===== src/rtl/srl16_chk_sequencer.sv =====
// Self-checking sequencer for parallel SRL16 lanes: drives an LFSR stream into every lane,
// keeps a bit-exact shadow of each lane and latches sticky per-lane tap mismatches.
module srl16_chk_sequencer #(
    parameter int unsigned NUM_SRL   = 8,
    parameter logic [15:0] LFSR_SEED = 16'hACE1,
    parameter int unsigned RUN_LEN   = 256
) (
    input  logic               clk,
    input  logic               rst,
    input  logic               start,
    output logic               srl_ce,
    output logic [NUM_SRL-1:0] srl_d,
    output logic [3:0]         srl_a,
    input  logic [NUM_SRL-1:0] srl_q,
    output logic [NUM_SRL-1:0] error,
    output logic               busy,
    output logic               done
);

    typedef enum logic [2:0] {
        IDLE,
        FILL,
        SHIFT,
        READ,
        DONE
    } state_t;

    localparam logic [15:0] SEED     = (LFSR_SEED == 16'h0000) ? 16'h0001 : LFSR_SEED;
    localparam logic [15:0] POLY     = 16'hB400;
    localparam logic [16:0] LAST_CNT = 17'(RUN_LEN);

    state_t             state;
    state_t             state_next;
    logic [3:0]         fill_cnt;
    logic [3:0]         addr;
    logic [3:0]         tap;
    logic [15:0]        pairs;
    logic [15:0]        lfsr;
    logic [15:0]        lfsr_next;
    logic [NUM_SRL-1:0] err_q;
    logic [15:0]        hist [NUM_SRL];
    logic               shift_en;
    logic               pairs_last;

    assign shift_en   = (state == FILL) || (state == SHIFT);
    assign pairs_last = ({1'b0, pairs} + 17'd1) == LAST_CNT;
    assign lfsr_next  = lfsr[0] ? ((lfsr >> 1) ^ POLY) : (lfsr >> 1);

    // NOTE: every signal assigned in always_comb gets a default first, so no path can infer a latch.
    always_comb begin
        state_next = state;
        case (state)
            IDLE:    if (start) state_next = FILL;
            FILL:    if (fill_cnt == 4'd15) state_next = SHIFT;
            SHIFT:   state_next = READ;
            READ:    state_next = pairs_last ? DONE : SHIFT;
            DONE:    state_next = DONE;
            default: state_next = IDLE;
        endcase
    end

    // NOTE: sequential state uses non-blocking assignments only, so every register sees pre-edge values.
    always_ff @(posedge clk) begin
        if (rst) begin
            state    <= IDLE;
            fill_cnt <= 4'd0;
            addr     <= 4'd0;
            tap      <= 4'd0;
            pairs    <= 16'd0;
            lfsr     <= SEED;
            err_q    <= '0;
            // NOTE: the shadow array is reset on purpose; a restart must compare against a known history.
            for (int i = 0; i < NUM_SRL; i++) begin
                hist[i] <= 16'd0;
            end
        end else begin
            state <= state_next;
            if (state == FILL) begin
                fill_cnt <= fill_cnt + 4'd1;
            end
            if (shift_en) begin
                lfsr <= lfsr_next;
                for (int i = 0; i < NUM_SRL; i++) begin
                    hist[i] <= {hist[i][14:0], lfsr[i]};
                end
            end
            // The tap address moves only at the SHIFT->READ edge, giving srl_q a full settling cycle.
            if (state == SHIFT) begin
                tap <= addr;
            end
            if (state == READ) begin
                for (int i = 0; i < NUM_SRL; i++) begin
                    err_q[i] <= err_q[i] | (srl_q[i] != hist[i][tap]);
                end
                addr  <= addr + 4'd1;
                pairs <= pairs + 16'd1;
            end
        end
    end

    assign srl_ce = shift_en;
    assign srl_d  = shift_en ? lfsr[NUM_SRL-1:0] : '0;
    assign srl_a  = tap;
    assign error  = err_q;
    assign busy   = (state == FILL) || (state == SHIFT) || (state == READ);
    assign done   = (state == DONE);

endmodule


===== config.mk =====
export PLATFORM = sky130hd
export DESIGN_NAME = srl16_chk_sequencer
export DESIGN_NICKNAME = d
export VERILOG_FILES = /design/src/rtl/srl16_chk_sequencer.sv
export SDC_FILE = /design/constraint.sdc
export NUM_CORES = 1
export LEC_CHECK = 0
export CAP_MARGIN = 20
export CORE_AREA = 5 5 124 184
export DETAILED_ROUTE_END_ITERATION = 10
export DIE_AREA = 0 0 129 189
export GPL_ROUTABILITY_DRIVEN = 1
export PLACE_DENSITY = 0.53
export SLEW_MARGIN = 20
export SYNTH_ARGS = -nofsm -noshare
export SYNTH_HDL_FRONTEND = slang
export SYNTH_SLANG_ARGS = --single-unit

===== constraint.sdc =====
create_clock -name clk -period 10.3 [get_ports clk]
set_input_delay 2.06 -clock clk [delete_from_list [all_inputs] [get_ports clk]]
set_output_delay 2.06 -clock clk [all_outputs]
set_load 0.02 [all_outputs]

==> impl_results.md <==
* Status: complete, no violations
* Crit-path most repeated cell: inv_1
* CP max-delay cell: a21o_1
* Vias in the first global route at between 5000 and 6000
* # setup viols final at 0
* Layout cells sized above 1 at 0.108
* Slew Limit Fails at 0
* Via count at 4738
* PD cells at 171 mW/mm^2
* Slew @ Worst Pin at 1.05 ns
* Std cell rows at between 60 and 70
* Residual DRC at 0
* CP Capture Type: primary output
* Primary FF master, synth: edfxtp_1
* Setup bufs post-CTS at 0
* Post-Syn Area at 0.00825 sq mm
* Kind of cell adding the most delay to the critical path: buffers and inverters
* Tcrit/Tclk final at 0.495
* Num CTS Buffers at 17
* WL final at 16100 um
* CTS Hold Buffers Added at 0
* Final ANT Viol Nets at 0
* Sequential element share of the synthesized area at 0.600
* Core ar. at 0.0210 sq mm
* Commonest non-fill, non-tap cell in the layout: edfxtp_1
* RSZ-0062 raised after global routing: false
* DR iter-0 viols at 340
* Worst Clk Skew at between 0.008 and 0.009 ns
* Maximum fanout along the worst path at 20
* 1st-pass router iterations at 5
* Ys Warns at 0
* Die ar. at around 0.024 sq mm
* P_int at 1.24 mW
* Netlist cell types at between 40 and 50
* Max clock buf depth at 2
* Area contributors post-synth: edfxtp_1, dfxtp_1, and2_1
* Biggest area consumer among synthesized cells: edfxtp_1
* Crit path time final at between 5 and 6 ns
* GRT overflow at 0
* Synthesized area per cell at 13.3 sq um
* Global-route usage over all layers at 0.142
* Worst Hold Class: flip-flop to flip-flop
* Share of total power in combinational logic at 0.053
* Asr flop ratio synth at 0
* Maximum achievable frequency at 0.196 GHz
* Max_cap viols at 0
* # nets final at 653
* Worst-path cell chain: nand2b_1 -> a21o_1 -> inv_1 -> nand2_1 -> inv_1 -> clkdlybuf4s50_1
* Top cell type's share of synthesized area at 0.466
* Critical path depth in cells at 6
* Via density at 5.16
* Most frequent cells in the layout: edfxtp_1, and2_1, dfxtp_1
* Setup TNS at 0 ns
* Quantity of I/O buffers inserted on ports at 33
* Crit Path Class: flip-flop to primary output
* Die Y at 189 um
* Net Sw Power at 358 uW
* Antenna cells at 0
* Crit start category: flip-flop
* Leak Pwr at 3.39 nW
* Largest net degree at the start of global routing at between 90 and 100
* Max H-tree Level at 4
* Clock power share at 0.410
* Io pins at 34
* Starting density of the core at 0.393
* Global-route wire length before repair at 27300 um
* Req. time, crit path at slightly above 8 ns
* RePlAce Congestion at 0.761
* Initial antenna violation count at 0
* Crit path buf inv count at 3
* Clock Latency Late Sink at 0.43 ns
* CP peak stage delay at 0.61 ns
* Syn nets at 636
* Number of enable flip-flop cells after synthesis at approximately 130
* CTS Root Cell: clkbuf_16
* Max VDD drop at about 0.000095 V
* Clock sinks at 183
* Hold-critical path depth at 2
* Worst r2r path cells at 4
* Sw frac at 0.224
* Post-detail-place hpwl at 9650 um
* Post-Synthesis Cells at 621
* DIE WIDTH at 129 um
* CTS tree: done
* FF+latch count, synth at ~180
* Crit path DAT at roughly 3 ns
* Reg clk slew, reported paths at 0.07 ns
* Seq pwr share at 0.537
* WL/cell at 17.5 um
* Rel. slew slack at 0.300
* Worst Hold Slack at 0.466 ns
* Layout area overhead at 13.1%
* Post-CTS Resized at 0
* Fin. Hold Viols at 0
[power groups by stage]
stage / clock [mW] / combinational, mW / sequential, mW
2_1_floorplan: 0 / 0.0640 / 0.866
3_3_place_gp: 0 / 0.0839 / 0.871
3_5_place_dp: 0 / 0.0864 / 0.874
4_1_cts: 0.674 / 0.0869 / 0.858
5_1_grt: 0.702 / 0.0941 / 0.864
6_report: 0.655 / 0.0847 / 0.858
[Yosys cell counts (all sizes together) (2+ instances only)]
master,number
a21oi,25
a31oi,2
nand2,37
or3,6
nand4,8
o21ai,9
a2111oi,2
nor2,45
a211o,7
o21a,2
xnor2,10
nor4,3
edfxtp,128
mux4,40
nand3b,2
nor3b,2
buf,14
inv,11
and2,96
xor2,21
nand3,10
dfxtp,55
nand2b,5
mux2i,6
clkbuf,26
nor2b,32
nor3,4
ha,4
[flip-flops by register name, summed over array words and instances, names as in the netlist]
name,flops
pairs,16
error,8
lfsr,16
fill_cnt,4
srl_a,4
addr,4
state,3
hist,128
[path summary, 6_finish.rpt]
path / start / to / slack, ns
setup / recovery: state[1] / srl_d[1] / 5.20
hold / removal: lfsr[15] / lfsr[14] / 0.47
setup reg to reg: state[1] / hist[1][51] / 7.28
hold reg to reg: lfsr[15] / lfsr[14] / 0.47
[logic make-up (layout without fill, tap and decap cells)]
logic type	Yosys count	count (layout)	share of synthesized area
AOI/OAI and AO/OA	51	51	0.0373
xor gates and xnor gates	31	31	0.0329
adders and majority gates	4	4	0.00607
buffers and inverters	52	82	0.0340
DFF	183	183	0.600
muxes	46	46	0.123
and+or+nand+nor	254	254	0.167
[layer usage]
layer  routed length [um]  up-vias  part of all wire  track usage
met3                  421       17             0.026       0.0305
met2                 8280       56              0.52        0.236
met1                 7090     2412              0.44        0.183
met5                    0        -                 0            0
li1                     -     2253                 -            -
met4                  282        0             0.018       0.0513
[worst min-delay path: stages (launching register included)]
cell     delay (ns)
dfxtp_1        0.31
nand2_1        0.05
a21oi_1        0.05
[area by class of cell]
cell class | instances | area (sq um)
Clock buffer | 21 | 482
Tap cell | 268 | 335
Timing Repair Buffer | 39 | 370
Fill cell | 1918 | 11700
Clock inverter | 11 | 113
Inverter | 11 | 41.3
Sequential cell | 183 | 4950
Multi-Input combinational cell | 386 | 3040
[per-stage QoR]
| step | instances | setup WS [ns] | total power [mW] | instance area (sq um) | utilization |
|---|---|---|---|---|---|
| final | 919 | 5.20 | 1.60 | 9330 | 0.444 |
| after global placement | 887 | 5.41 | 0.955 | 8730 | 0.416 |
| after global routing | 919 | 4.88 | 1.66 | 9330 | 0.444 |
| after detailed placement | 887 | 5.27 | 0.960 | 8730 | 0.416 |
| after floorplan | 621 | 4.06 | 0.930 | 8250 | - |
| after CTS | 919 | 5.13 | 1.62 | 9330 | 0.444 |
No activity file was read; power rests on OpenSTA's default activity.
